### src/rtl/asmd_counter_ctrl_param.sv
`default_nettype none
// ============================================================================
// Module   : asmd_counter_ctrl_param
// Purpose  : Parametrised ASMD controller plus datapath.
//            A start in idle clears counter A and flag F. The block then counts
//            A up and samples A[E_BIT] into E on each count cycle. Counting
//            stops when A[E_BIT] and A[STOP_BIT] are both set. F is then set
//            and done pulses for one cycle. Abort cancels a run and returns
//            the block to idle.
// Ports    : clk        in   1      rising-edge clock
//            rst        in   1      asynchronous reset, active-high
//            start      in   1      begin a run (sampled only in S_IDLE)
//            abort      in   1      cancel a run (wins over start)
//            A          out  WIDTH  counter register
//            E          out  1      flag register, loaded from A[E_BIT]
//            F          out  1      finished flag register
//            busy       out  1      state != S_IDLE
//            done       out  1      1 while state == S_FIN
//            state      out  2      current state (debug)
//            next_state out  2      combinational next state (debug)
// Revision : 1.0 - initial release
// ============================================================================
module asmd_counter_ctrl_param #(
  parameter int WIDTH    = 4,
  parameter int E_BIT    = 2,
  parameter int STOP_BIT = 3
) (
  input  logic             clk,
  input  logic             rst,
  input  logic             start,
  input  logic             abort,
  output logic [WIDTH-1:0] A,
  output logic             E,
  output logic             F,
  output logic             busy,
  output logic             done,
  output logic [1:0]       state,
  output logic [1:0]       next_state
);

  // --------------------------------------------------------------------------
  // Parameter sanity: a bad bit index must stop elaboration instead of
  // silently selecting a nonexistent counter bit.
  // --------------------------------------------------------------------------
  generate
    if (WIDTH < 2) begin : g_bad_width
      $error("asmd_counter_ctrl_param: WIDTH must be >= 2");
    end
    if ((E_BIT < 0) || (E_BIT >= WIDTH)) begin : g_bad_e_bit
      $error("asmd_counter_ctrl_param: E_BIT out of range");
    end
    if ((STOP_BIT < 0) || (STOP_BIT >= WIDTH)) begin : g_bad_stop_bit
      $error("asmd_counter_ctrl_param: STOP_BIT out of range");
    end
  endgenerate

  // 2'b10 is deliberately left unused; the state logic steers it back to idle.
  typedef enum logic [1:0] {
    S_IDLE = 2'b00,
    S_CNT  = 2'b01,
    S_FIN  = 2'b11
  } state_t;

  localparam logic [WIDTH-1:0] C_A_ZERO = '0;
  localparam logic [WIDTH-1:0] C_A_ONE  = {{(WIDTH-1){1'b0}}, 1'b1};

  state_t           state_q, state_d;
  logic [WIDTH-1:0] a_q, a_d;
  logic             e_q, e_d;
  logic             f_q, f_d;

  // The stop test uses the current (pre-increment) value of A. Because
  // all-ones A always satisfies it, A can never wrap inside a run.
  logic             stop_hit;
  assign stop_hit = a_q[E_BIT] & a_q[STOP_BIT];

  // --------------------------------------------------------------------------
  // State and datapath registers
  // --------------------------------------------------------------------------
  always_ff @(posedge clk or posedge rst) begin
    if (rst) begin
      state_q <= S_IDLE;
      a_q     <= C_A_ZERO;
      e_q     <= 1'b0;
      f_q     <= 1'b0;
    end else begin
      state_q <= state_d;
      a_q     <= a_d;
      e_q     <= e_d;
      f_q     <= f_d;
    end
  end

  // --------------------------------------------------------------------------
  // Next-state and register-transfer logic. Every register holds by default.
  // --------------------------------------------------------------------------
  always_comb begin
    state_d = state_q;
    a_d     = a_q;
    e_d     = e_q;
    f_d     = f_q;

    case (state_q)
      S_IDLE: begin
        // Abort has priority, so a simultaneous start is dropped.
        if (!abort && start) begin
          a_d     = C_A_ZERO;
          f_d     = 1'b0;
          state_d = S_CNT;
        end
      end

      S_CNT: begin
        if (abort) begin
          state_d = S_IDLE;
        end else begin
          a_d     = a_q + C_A_ONE;
          e_d     = a_q[E_BIT];
          state_d = stop_hit ? S_FIN : S_CNT;
        end
      end

      S_FIN: begin
        f_d     = 1'b1;
        state_d = S_IDLE;
      end

      default: begin
        state_d = S_IDLE;
      end
    endcase
  end

  // --------------------------------------------------------------------------
  // Outputs
  // --------------------------------------------------------------------------
  assign A          = a_q;
  assign E          = e_q;
  assign F          = f_q;
  assign busy       = (state_q != S_IDLE);
  assign done       = (state_q == S_FIN);
  assign state      = state_q;
  assign next_state = state_d;

endmodule
`default_nettype wire

### config.mk
export PLATFORM = sky130hd
export DESIGN_NAME = asmd_counter_ctrl_param
export DESIGN_NICKNAME = d
export VERILOG_FILES = /design/src/rtl/asmd_counter_ctrl_param.sv
export SDC_FILE = /design/constraint.sdc
export NUM_CORES = 1
export LEC_CHECK = 0
export CORE_MARGIN = 4
export CORE_UTILIZATION = 25
export CTS_BUF_LIST = sky130_fd_sc_hd__clkbuf_4
export DETAILED_ROUTE_END_ITERATION = 12
export PLACE_DENSITY = 0.59
export SETUP_SLACK_MARGIN = 0.15
export SLEW_MARGIN = 20
export SYNTH_ARGS = -nofsm -noshare
export SYNTH_HDL_FRONTEND = slang
export SYNTH_SLANG_ARGS = --single-unit
### constraint.sdc
create_clock -name clk -period 1.1 [get_ports clk]
set_clock_uncertainty 0.05 [all_clocks]
set_input_delay 0.11 -clock clk [delete_from_list [all_inputs] [get_ports clk]]
set_output_delay 0.11 -clock clk [all_outputs]
set_load 0.01 [all_outputs]
Word-level counts from Yosys, hierarchy flattened. Cells that the tools add are included.

Bits in registers: 8. Logic and storage cells: 29. Output and inout port bits: 12. Input port bits: 4.

Equality and inequality tests: 4. Bitwise logic cells: 2. Mux-type cells: 9. $add $sub $neg: 1. Reduce and logical (&&, ||, !) cells: 9.

Operators by type and width (count): $mux W4 (2); $pmux W4 S2 (1); $mux W2 (3); $reduce_bool A2 Y1 (3); $add A4 B1 Y4 const B (1); $ne A2 B2 Y1 const B (2); $pmux W2 S2 (1); $reduce_and A2 Y1 (2); $reduce_and A3 Y1 (1); $eq A2 B1 Y1 const B (1); $eq A2 B2 Y1 const B (1); $logic_not A2 Y1 (1); $pmux W1 S2 (1); $and A1 B1 Y1 (1); $logic_and A1 B1 Y1 (1); $logic_not A1 Y1 (1); $mux W1 (1); $not A1 Y1 (1).

Depth between registers and ports, before layout. Gate-level depths: netlist of the first run.

Depth after elaboration: 4. Mapped depth: 4. Mapped depth without buffers: 4.

Worst setup path after synthesis of the first run. Ideal clock, no wire load.

Path type: register to register. Start: register state_q[0], in the netlist state[0]. End: register e_q, in the netlist E. Path buffers: 0. Arrival time: 1060 ps. Clock period less this slack: 1235 ps. Path slack: -135 ps. Data required time: 925 ps. Cell stages (with the launch flop): 3. Setup time: 125 ps. Cells stage by stage: dfrtp_1 > nor3b_4 > mux2_2.

Cells in the longest elaborated chain, start to end: 2.

RTL lines: from (decl) (RTL line 67) `state_t state_q, state_d;`; from (signal assigned) (RTL line 87) `state_q <= state_d;`; $eq A2 B1 Y1 (RTL line 103) `case (state_q)`; $reduce_and A2 Y1 (no line); to (signal assigned) (RTL line 84) `e_q <= 1'b0;`; to (signal assigned) (RTL line 89) `e_q <= e_d;`; to (decl) (RTL line 69) `logic e_q, e_d;`.

No other way between the ends. A chain may end at the register's enable or synchronous reset.

Worst setup path after layout of the first run.
Start: register state_q[1], in the netlist state[1]. End: output next_state[1].

Cells in the longest elaborated chain, start to end: 2. Elaborated cells between the ends (all ways): 4. Those cells by class: eq/ne (1); mux (2); reduce/logical (1).

RTL lines: $eq A2 B1 Y1, or another cell as far along (RTL line 103); $pmux W2 S2 * (RTL line 103); to (decl) (RTL line 38) `output logic [1:0] next_state`.

Every way passes the cells marked *; elsewhere a longest branch is shown, timed or not.

==> results of run 1 <==
-- timing repair --
| action | in CTS | in global routing |
|---|---|---|
| endpoints found under the setup margin | 20 | 19 |
| pin swaps | 2 | 3 |
| gates resized for setup | 71 | 8 |
| hold endpoints to repair | 0 | 0 |
| buffers inserted | 8 | 7 |
-- metal layers --
layer / track usage / part of all wire
met5: 0 / 0
met2: 0.225 / 0.52
met1: 0.170 / 0.41
met3: 0.0391 / 0.045
met4: 0.0966 / 0.017
-- power groups by stage --
stage	combinational, mW	clock, mW	sequential, mW
finish	0.503	0.266	0.395
global route	0.540	0.296	0.404
CTS	0.476	0.278	0.395
detailed placement	0.409	0	0.395
global placement	0.407	0	0.394
floorplan	0.104	0	0.441
-- cells by family (layout without fill, tap and decap cells) --
logic type | Yosys count | after routing | share of synthesized area
and+or+nand+nor | 11 | 11 | 0.202
DFF | 8 | 8 | 0.539
adders and majority gates | 1 | 1 | 0.0337
AOI/OAI and AO/OA | 7 | 7 | 0.128
buffers and inverters | 4 | 49 | 0.0404
muxes | 2 | 2 | 0.0572
-- cells in the mapped netlist --
cell type	instances
dfrtp_1	8
inv_1	4
a31oi_1	2
nand2_1	2
nor2_1	2
o21ai_0	2
a41oi_1	1
and2_2	1
and3_2	1
ha_1	1
mux2_2	1
mux2i_1	1
nand3_1	1
nor2b_1	1
nor3b_4	1
nor4b_1	1
o21a_1	1
o2bb2ai_1	1
or2_2	1
-- worst max-delay path, cell delays in order (launching register included) --
cell and delay, ns:
dfrtp_2 0.42, buf_6 0.13, nor3b_4 0.18, and3_4 0.21, buf_6 0.10
-- cell type report --
type / instances / area (um^2)
Inverter: 4 / 15.0
Sequential cell: 8 / 204
Clock buffer: 4 / 30.0
Fill cell: 115 / 484
Timing Repair Buffer: 41 / 384
Multi-Input combinational cell: 21 / 214
Tap cell: 15 / 18.8
-- worst min-delay path by stage --
stage | slack [ns] | to | cells past startpoint | startpoint
detailed placement | 0.34 | A[2] | 2 | rst
global placement | 0.34 | F | 2 | rst
floorplan | -0.12 | A[1] | 1 | rst
global route | 0.1 | A[2] | 2 | rst
finish | 0.06 | A[2] | 2 | rst
CTS | 0.06 | A[2] | 2 | rst
-- flip-flops by register name (all words and copies together), names as in the netlist --
register	flops
E	1
A	4
F	1
state	2
-- stage by stage --
stage,cells,TNS [ns]
2_1_floorplan,33,-0.0748
6_report,93,-3.36
3_3_place_gp,74,-3.31
4_1_cts,86,-2.29
3_5_place_dp,74,-3.50
5_1_grt,93,-3.96
==> impl_metrics.py, run 1 <==
metrics = {
    "run_status": {
        "status": "finished, violations left",
        "violations": "setup timing",
    },
    "cts": {
        "clkLatencyLatePin_ns": 0.26,
        "cts_tree": "done",
        "cts_buffer_depth": 2,
        "clk_pin_slew_ns": 0.06,
        "root_buffer": "clkbuf_4",
        "htree_levels": 1,
        "cts_sinks": 8,
        "cts_inserted_buffers": 3,
        "cts_hold_buf": 0,
    },
    "synthesis": {
        "yosys.area.top_type_share": 0.539,
        "ys_types": 19,
        "syn_area_per_cell_um2": 11.3,
        "synth_top_area_cell": "dfrtp_1",
        "synth_fp_nets": 38,
        "synthCells": 33,
        "synth_area_um2": 372,
        "ys_seq_elements": 8,
        "yosysWarnings": 0,
        "ys_top_cells_by_area": "dfrtp_1 (54%), nor3b_4 (5.1%), inv_1 (4.0%), a31oi_1 (3.4%), ha_1 (3.4%)",
        "yosysSeqAreaShare": 0.539,
    },
    "placement": {
        "dp_slack_ns": -0.632,
        "placed_cell_area_um2": 634,
        "gp_congestion": 0.769,
        "io_buffers": 15,
    },
    "run": {
        "drv_cap": 0,
    },
    "die": {
        "start_util": 0.275,
        "dieArea_um2": 2170,
        "coreArea_um2": 1350,
        "die_y_um": 46.6,
        "die_w_um": 46.6,
        "core.rowCount": 13,
        "num_io_pins": 16,
    },
    "pwr": {
        "p_switching_mw": 0.347,
        "leakagePower_nw": 0.427,
        "powerDensity_nw_per_um2": 1340,
        "swShare": 0.299,
        "p_int_mw": 0.816,
        "vdd_drop_max_mv": 0.936,
        "p_seq_frac": 0.339,
        "p_clk_frac": 0.228,
        "p_comb_frac": 0.433,
        "total_power_mw": 1.16,
    },
    "routing": {
        "ant_nets": 0,
        "drt_iter0_markers": 6,
        "vias": 429,
        "routed_wl_mm": 1.29,
        "avgViaCountPerCell": 4.61,
        "dr.pass1.iters": 4,
        "wl_per_cell_um": 13.9,
        "drc": 0,
    },
    "final_layout": {
        "final_cell_area_um2": 866,
        "utilization": 0.641,
        "area_growth_syn_to_layout_pct": 133,
        "layout_common_cells": "buf_6 (21), buf_4 (13), dfrtp_1 (5)",
        "diodes": 0,
        "final_nets": 84,
        "drive_above_1_share": 0.718,
        "final_common_cell": "buf_6",
    },
    "grt": {
        "gr-total-overflow": 0,
        "antenna_found_initial": 0,
        "grt_max_degree": 9,
        "grt_pass1_wl_mm": 2.08,
        "grtUsageTotal": 0.144,
        "grt_pass1_vias": 428,
    },
    "sta": {
        "rsz0062_at_grt": "true",
        "holdWs_ns": 0.0600,
        "tightest_slew_ns": 0.313,
        "max_freq_mhz": 684,
        "min_period_over_period": 1.33,
        "drv_slew": 0,
        "period_minus_slack_ns": 1.46,
        "relSlewSlack": 0.791,
        "fin_ws_ns": -0.361,
        "finalSetupViolations": 14,
        "finalHoldViolCount": 0,
    },
    "critical_path": {
        "worstSetupPathType": "reg2out",
        "worst_ep_arrival_time_ns": 1.30,
        "rr_startpoint": "state[1]",
        "startpoint": "state[1]",
        "reg2reg_slack_ns": -0.34,
        "r2r_cells": 5,
        "worst-path-max-fanout": 3,
        "endpoint_kind": "output pin",
        "crit_end": "next_state[1]",
        "startpoint_type": "flip-flop",
        "r2r_end": "E",
        "crit_required_ns": 0.94,
    },
    "worst_hold_path": {
        "hp-class": "in2async",
    },
}
No activity file was read; power rests on OpenSTA's default activity.
==> run 2: changes to the inputs <==
- CORE_AREA: default -> 4 4 41 43
- CORE_MARGIN: 4 -> default
- CORE_UTILIZATION: 25 -> default
- DIE_AREA: default -> 0 0 45 47
- PLACE_DENSITY: 0.59 -> 0.64
==> run 2 against run 1 <==
The run still ends with setup timing left; wire length fell by 4.6%; critical path depth is the same; global-route usage shrank 1.9 points; clock-buffer cell count unchanged; first-iteration DRC count fell by 17%; via count decreased by 5.1%; worst setup slack gained 0.080 ns; die area is 2.4% lower; design area shrank 8.4%; combinational power rose by 3%; power up 3.1%; hold slack is essentially flat; critical path type is now in2out; critical endpoint unchanged; largest cell class unchanged; highest routed layer is now met3.
==> impl_metrics.py, run 2 (synthesis results as in run 1) <==
metrics = {
    "critical_path": {
        "worstSetupPathType": "in2out",
        "startpoint_type": "primary input",
        "endpoint_kind": "output pin",
        "worst-path-max-fanout": 3,
        "crit_path_top_delay_cell": "clkdlybuf4s50_1",
        "reg2reg_slack_ns": -0.25,
        "crit_path_cell_trace": "clkdlybuf4s50_1 -> nor3b_4 -> and3_4 -> buf_6",
        "slowest_delay_ns": 0.53,
        "crit_required_ns": 0.94,
        "worst_ep_arrival_time_ns": 1.22,
    },
    "pwr": {
        "p_comb_frac": 0.431,
        "p_switching_mw": 0.374,
        "powerDensity_nw_per_um2": 1510,
        "p_int_mw": 0.825,
        "p_clk_frac": 0.234,
        "p_seq_frac": 0.336,
        "leakagePower_nw": 0.390,
        "vdd_drop_max_mv": 0.701,
        "swShare": 0.312,
    },
    "final_layout": {
        "layout_common_cells": "buf_6 (18), buf_4 (9), dfrtp_1 (5)",
        "final_nets": 77,
        "fillCellCount": 126,
        "diodes": 0,
        "area_growth_syn_to_layout_pct": 113,
        "largest_register_ffs": 4,
        "multi_input_area_um2": 205,
        "seq_area_um2": 204,
        "final_common_cell": "buf_6",
        "drive_above_1_share": 0.704,
        "final_cells": 86,
    },
    "cts": {
        "cts_hold_buf": 0,
        "clkLatencyLatePin_ns": 0.26,
        "cts_inserted_buffers": 3,
        "clk_pin_slew_ns": 0.07,
        "cts_sinks": 8,
        "cts_tree": "done",
        "root_buffer": "clkbuf_4",
        "cts_buffer_depth": 2,
        "htree_levels": 1,
    },
    "sta": {
        "max_freq_mhz": 724,
        "finalHoldViolCount": 0,
        "fin_ws_ns": -0.281,
        "rsz0062_at_grt": "true",
        "drv_slew": 0,
        "finalSetupViolations": 11,
        "tightest_slew_ns": 0.325,
        "relSlewSlack": 0.783,
        "holdWs_ns": 0.0598,
        "min_period_over_period": 1.26,
        "period_minus_slack_ns": 1.38,
    },
    "grt": {
        "grtUsageTotal": 0.126,
        "grt_pass1_vias": 405,
        "gr-total-overflow": 0,
        "antenna_found_initial": 0,
        "grt_pass1_wl_mm": 1.87,
        "grt_max_degree": 9,
    },
    "routing": {
        "dr.pass1.iters": 4,
        "ant_nets": 0,
        "drt_iter0_markers": 5,
        "drc": 0,
        "wl_per_cell_um": 14.3,
        "routed_wl_mm": 1.23,
        "avgViaCountPerCell": 4.73,
        "vias": 407,
    },
    "placement": {
        "hpwl_um": 738,
        "io_buffers": 15,
        "gp_congestion": 0.729,
        "dp.cells": 74,
    },
    "die": {
        "core.rowCount": 13,
        "num_io_pins": 16,
        "start_util": 0.286,
        "coreArea_um2": 1300,
        "dieArea_um2": 2120,
        "die_y_um": 47,
        "die_w_um": 45,
    },
    "worst_hold_path": {
        "hp-class": "in2async",
    },
    "run_status": {
        "violations": "setup timing",
        "status": "finished, violations left",
    },
    "run": {
        "drv_cap": 0,
    },
}
==> run 2: power groups by stage <==
stage                     clock network [mW]  logic (mW)  registers, mW
after floorplan                            0       0.104          0.441
after global placement                     0       0.390          0.395
after detailed placement                   0       0.393          0.397
after CTS                              0.284       0.421          0.397
after global routing                   0.303       0.555          0.413
final                                  0.280       0.517          0.403
==> run 2: metrics by stage <==
step	total power [mW]	setup TNS [ns]	cell area, um^2	setup slack (ns)	utilization
finish	1.20	-1.82	793	-0.281	0.610
global route	1.27	-2.23	793	-0.332	0.610
CTS	1.10	-1.74	704	-0.276	0.541
detailed placement	0.789	-3.37	634	-0.619	0.488
global placement	0.785	-3.31	634	-0.616	0.488
floorplan	0.545	-0.0748	383	-0.0549	-
==> run 2: worst max-delay path, delay by kind of cell <==
kind | cells | cell delay (ns)
buf+inv | 2 | 0.63
simple gates | 2 | 0.48
==> run 2: timing repair <==
action	CTS	global route
pin swaps	2	5
endpoints found under the setup margin	20	20
resized for setup	65	12
buffers inserted	3	5
==> run 2: layout make-up <==
| cell class | count | area share |
|---|---|---|
| multi-input combinational | 21 | 0.259 |
| timing repair buffer | 34 | 0.404 |
| sequential | 8 | 0.257 |
| tap | 15 | 0.0237 |
| inverter | 4 | 0.0189 |
| clock buffer | 4 | 0.0379 |
==> run 2: path summary, 6_finish.rpt <==
| kind | depth (start not counted) | endpoint | startpoint |
|---|---|---|---|
| setup reg to reg | 4 | E | state[1] |
| hold / removal | 2 | A[3] | rst |
| hold reg to reg | 1 | A[0] | A[0] |
| max in group asynchronous | 2 | state[0] | rst |
| setup / recovery | 4 | next_state[1] | abort |
| min in group clk | 2 | F | start |
==> run 2: metal layers <==
layer,wire length (um),part of all wire,GRT usage
met5,0,0,0
met4,0,0,0.0351
met3,71,0.058,0.0345
met2,658,0.53,0.218
met1,502,0.41,0.153
